## config.mk

```make
export PLATFORM = sky130hd
export DESIGN_NAME = seq_scan_arbiter
export DESIGN_NICKNAME = d
export VERILOG_FILES = /design/src/rtl/seq_scan_arbiter.sv
export SDC_FILE = /design/constraint.sdc
export NUM_CORES = 1
export LEC_CHECK = 0
export BUFFER_PORTS_ARGS = -buffer_cell sky130_fd_sc_hd__clkbuf_2
export CORE_ASPECT_RATIO = 1.25
export CORE_MARGIN = 3
export CORE_UTILIZATION = 25
export CTS_CLUSTER_DIAMETER = 100
export DETAILED_ROUTE_END_ITERATION = 10
export SLEW_MARGIN = 20
export SYNTH_ARGS = -nofsm -noshare
export SYNTH_HDL_FRONTEND = slang
export SYNTH_SLANG_ARGS = --single-unit
export TNS_END_PERCENT = 20
```

## constraint.sdc

```tcl
create_clock -name CLK -period 6.8 [get_ports CLK]
set_input_delay 0.68 -clock CLK [delete_from_list [all_inputs] [get_ports CLK]]
set_output_delay 0.68 -clock CLK [all_outputs]
set_load 0.05 [all_outputs]
```

## src/rtl/seq_scan_arbiter.sv

```systemverilog
// seq_scan_arbiter: round-robin scheduler that lends one serial sequence
// detector to four requesters. Each granted word is flushed into the detector
// MSB-first and the first MATCH position is reported back with the job ID.
module seq_scan_arbiter #(
  parameter int W = 8
) (
  input  logic           CLK,
  input  logic           RST,
  input  logic [3:0]     REQ,
  input  logic [4*W-1:0] REQ_DATA,
  output logic [3:0]     GNT,
  output logic           BUSY,
  output logic           DET_RST,
  output logic           DET_IN,
  input  logic           DET_MATCH,
  output logic           DONE,
  output logic [1:0]     DONE_ID,
  output logic           HIT,
  output logic [5:0]     HIT_POS
);

  localparam logic [2:0] IDLE   = 3'd0;
  localparam logic [2:0] FLUSH  = 3'd1;
  localparam logic [2:0] SHIFT  = 3'd2;
  localparam logic [2:0] DRAIN  = 3'd3;
  localparam logic [2:0] REPORT = 3'd4;

  localparam logic [5:0] W6 = 6'(W);

  logic [2:0]   state_reg;
  logic [1:0]   last_gnt_reg;
  logic [1:0]   job_id_reg;
  logic [W-1:0] shift_reg;
  logic [5:0]   bit_cnt_reg;
  logic         hit_flag_reg;
  logic [5:0]   hit_pos_reg;

  // Per-requester word view of the packed request bus.
  logic [W-1:0] words [4];
  for (genvar gi = 0; gi < 4; gi++) begin : g_words
    assign words[gi] = REQ_DATA[gi*W +: W];
  end

  // Rotate requests so bit 0 is the requester right after the last grant.
  logic [7:0] req_dbl;
  logic [2:0] rot_base;
  logic [3:0] req_rot;
  logic [1:0] win_off;
  logic [1:0] win_id;

  assign req_dbl  = {REQ, REQ};
  assign rot_base = {1'b0, last_gnt_reg} + 3'd1;
  assign req_rot  = req_dbl[rot_base +: 4];

  // Priority pick within the rotated request vector.
  always_comb begin
    win_off = 2'd3;
    if (req_rot[0])      win_off = 2'd0;
    else if (req_rot[1]) win_off = 2'd1;
    else if (req_rot[2]) win_off = 2'd2;
  end

  assign win_id = last_gnt_reg + 2'd1 + win_off;

  // Job sequencer: grant, flush detector, shift word, drain, report.
  always_ff @(posedge CLK or negedge RST) begin
    if (!RST) begin
      state_reg    <= IDLE;
      last_gnt_reg <= 2'd3;
      job_id_reg   <= 2'd0;
      shift_reg    <= '0;
      bit_cnt_reg  <= 6'd0;
      hit_flag_reg <= 1'b0;
      hit_pos_reg  <= 6'd0;
      GNT          <= 4'b0000;
      BUSY         <= 1'b0;
      DET_RST      <= 1'b1;
      DET_IN       <= 1'b0;
      DONE         <= 1'b0;
      DONE_ID      <= 2'd0;
      HIT          <= 1'b0;
      HIT_POS      <= 6'd0;
    end else begin
      GNT  <= 4'b0000;
      DONE <= 1'b0;
      case (state_reg)
        IDLE: begin
          DET_IN  <= 1'b0;
          DET_RST <= 1'b0;
          // The first IDLE cycle after reset only releases the detector;
          // arbitration starts once DET_RST has dropped.
          if (!DET_RST && (|REQ)) begin
            shift_reg    <= words[win_id];
            job_id_reg   <= win_id;
            last_gnt_reg <= win_id;
            GNT          <= 4'b0001 << win_id;
            DET_RST      <= 1'b1;
            BUSY         <= 1'b1;
            hit_flag_reg <= 1'b0;
            hit_pos_reg  <= 6'd0;
            state_reg    <= FLUSH;
          end
        end
        FLUSH: begin
          DET_RST     <= 1'b0;
          DET_IN      <= shift_reg[W-1];
          shift_reg   <= shift_reg << 1;
          bit_cnt_reg <= 6'd1;
          state_reg   <= SHIFT;
        end
        SHIFT: begin
          // MATCH in cycle k reflects the k-1 bits already clocked in;
          // at k=1 the detector is just out of reset, so it is ignored.
          if ((bit_cnt_reg >= 6'd2) && DET_MATCH && !hit_flag_reg) begin
            hit_flag_reg <= 1'b1;
            hit_pos_reg  <= bit_cnt_reg - 6'd1;
          end
          if (bit_cnt_reg == W6) begin
            DET_IN    <= 1'b0;
            state_reg <= DRAIN;
          end else begin
            DET_IN      <= shift_reg[W-1];
            shift_reg   <= shift_reg << 1;
            bit_cnt_reg <= bit_cnt_reg + 6'd1;
          end
        end
        DRAIN: begin
          DONE      <= 1'b1;
          DONE_ID   <= job_id_reg;
          state_reg <= REPORT;
          if (hit_flag_reg) begin
            HIT     <= 1'b1;
            HIT_POS <= hit_pos_reg;
          end else if (DET_MATCH) begin
            HIT     <= 1'b1;
            HIT_POS <= W6;
          end else begin
            HIT     <= 1'b0;
            HIT_POS <= 6'd0;
          end
        end
        REPORT: begin
          BUSY      <= 1'b0;
          state_reg <= IDLE;
        end
        default: begin
          BUSY      <= 1'b0;
          DET_RST   <= 1'b1;
          DET_IN    <= 1'b0;
          state_reg <= IDLE;
        end
      endcase
    end
  end

endmodule

```

==> impl_metrics.env <==
export IMPL_async_flop_share=1.00
export IMPL_largest_reg_flops=8
export IMPL_syn_area_mm2=0.00254
export IMPL_setup_viol=0
export IMPL_hold_viol=0
export IMPL_wirelength_um=5850
export IMPL_synth_nets=314
export IMPL_cts_max_level=2
export IMPL_skew_ns=0.00404
export IMPL_ys_seq_elements=45
export IMPL_clk_pin_slew_ns=0.07
export IMPL_cts_root_buf="clkbuf_16"
export IMPL_dp_hpwl_um=4390
export IMPL_crit_path_start_kind="flip-flop"
export IMPL_status="finished, final reports clean"
export IMPL_dr_pass1_iters=4
export IMPL_rrSetupSlack_ns=3.78
export IMPL_final_common_cell="clkbuf_2"
export IMPL_start_util=0.261
export IMPL_ios=56
export IMPL_gr_usage_all_layers=0.108
export IMPL_rr_startpoint="last_gnt_reg[1]"
export IMPL_core_mm2=0.00976
export IMPL_cts_buffers=5
export IMPL_worstSkewPairLatency_ns=0.29
export IMPL_post_route_period_util=0.444
export IMPL_antenna_left=0
export IMPL_via_per_inst=4.75
export IMPL_cts_sinks=45
export IMPL_place_ws_ns=3.66
export IMPL_slew_headroom=0.461
export IMPL_fin_cells=442
export IMPL_worstHoldPathType="primary input to asynchronous set/reset pin"
export IMPL_setup_ws_ns=3.78
export IMPL_critPathCaptureType="flip-flop"
export IMPL_vdd_drop_max_mv=0.141
export IMPL_yosysWarnings=0
export IMPL_synthFlopType="dfrtp_1"
export IMPL_use_met3=0.0185
export IMPL_fin_nets=359
export IMPL_post_cts_setup_buffers=0
export IMPL_design_area_mm2=0.00312
export IMPL_ff2ff_path_depth=9
export IMPL_post_route_min_period_ns=3.02
export IMPL_grt_pass1_vias=2081
export IMPL_setup_tns_ns=0
export IMPL_cts_hold_buffers=0
export IMPL_seq_area_frac_synth=0.444
export IMPL_antenna_found_initial=0
export IMPL_final_cell_mix="55 x clkbuf_2, 42 x dfrtp_1, 28 x o21ai_0"
export IMPL_fmax_mhz=331
export IMPL_crit_fanout=10
export IMPL_crit_type="flip-flop to flip-flop"
export IMPL_die_h_um=119
export IMPL_dieArea_mm2=0.0114
export IMPL_wl_per_cell_um=13.2
export IMPL_dp_cells=434
export IMPL_powerDensity_mw_per_mm2=513
export IMPL_die_x_um=96.2
export IMPL_areaGrowthSynthToFinish_pct=22.5
export IMPL_first_iter_violations=128
export IMPL_tightest_slew_ns=0.808
export IMPL_synthDistinctLibCells=45
export IMPL_clk_path_buf_depth=2
export IMPL_startpoint="last_gnt_reg[1]"
export IMPL_overflow=0
export IMPL_max_cap_violations=0
export IMPL_synth_edf_count=0
export IMPL_use_met2=0.176
export IMPL_post_cts_resized=0
export IMPL_antenna_cells=0
export IMPL_synthCells=270
export IMPL_crit_required_ns=6.94
export IMPL_num_vias=2100
export IMPL_drive_gt1_frac=0.278
export IMPL_place_gp_congestion=0.811
export IMPL_row_count=40
export IMPL_crit_arrival_ns=3.17
export IMPL_io_buffers=55
export IMPL_leakagePower_nw=1.40
export IMPL_total_power_mw=1.60
export IMPL_grt_pass1_wl_um=9940
export IMPL_synth_avg_cell_area_um2=9.43
export IMPL_drc=0
export IMPL_rsz0062_at_grt="false"
export IMPL_r2r_end="shift_reg[5]"
export IMPL_met1_usage=0.141
export IMPL_busiest_layer="met2"
export IMPL_cts_tree="done"
export IMPL_maxSlewViolCount=0
export IMPL_placed_cell_area_mm2=0.00294
export IMPL_grt_max_degree=23
[metal layers]
metal	vias to the layer above	part of all wire
li1	1065	-
met1	989	0.43
met2	40	0.52
met3	6	0.041
met4	0	0.014
met5	-	0
[metrics by stage]
stage / util / hold slack (ns)
global placement: 0.296 / 0.463
finish: 0.319 / 0.279
global route: 0.319 / 0.300
detailed placement: 0.301 / 0.472
CTS: 0.319 / 0.288
floorplan: - / 0.384
[synth_stat cells, types with 8 or more instances]
cell type | number | area share
clkbuf_1 | 10 | 0.015
dfrtp_1 | 42 | 0.41
nor3_1 | 11 | 0.022
o21ai_0 | 28 | 0.055
nand3_1 | 10 | 0.020
nor4_1 | 9 | 0.022
nand2_1 | 26 | 0.038
mux2i_1 | 11 | 0.043
mux2_2 | 10 | 0.044
o22ai_1 | 8 | 0.020
nor2_1 | 23 | 0.034
a21oi_1 | 15 | 0.029
[cell families after synthesis]
logic type,after synthesis,synth area share
compound gates,73,0.200
xor+xnor,5,0.0172
fa+ha+maj,5,0.0246
buf+inv,27,0.0492
flops,45,0.444
mux,21,0.0875
simple gates,94,0.177
[worst max-delay path by stage]
stage	to	slack, ns	cells past startpoint
CTS	shift_reg[1]	3.79	9
global route	shift_reg[3]	3.47	9
detailed placement	shift_reg[6]	3.66	9
finish	shift_reg[5]	3.78	9
floorplan	shift_reg[0]	4.15	12
global placement	GNT[2]	3.78	9
[final cells by class]
type,instances,area [um^2]
clock buffer,5,125
tap,126,158
multi-input combinational,198,1290
clock inverter,3,50.0
timing repair buffer,58,338
fill,1029,6640
sequential,45,1130
inverter,7,26.3
[where the power goes]
| part | internal, mW | leakage (nW) | switching (mW) | total, mW |
|---|---|---|---|---|
| sequential | 0.382 | 0.564 | 0.115 | 0.497 |
| combinational | 0.306 | 0.753 | 0.512 | 0.819 |
| clock | 0.177 | 0.0859 | 0.107 | 0.284 |
[critical path, stage by stage, from the launching register on]
cell	delay, ns
dfstp_2	0.61
inv_1	0.11
a21boi_0	0.19
o22ai_1	0.10
o21ai_0	0.23
ha_1	0.40
a21oi_1	0.16
o311ai_4	0.47
or2_1	0.44
a311oi_1	0.15
No activity file was read; power rests on OpenSTA's default activity.
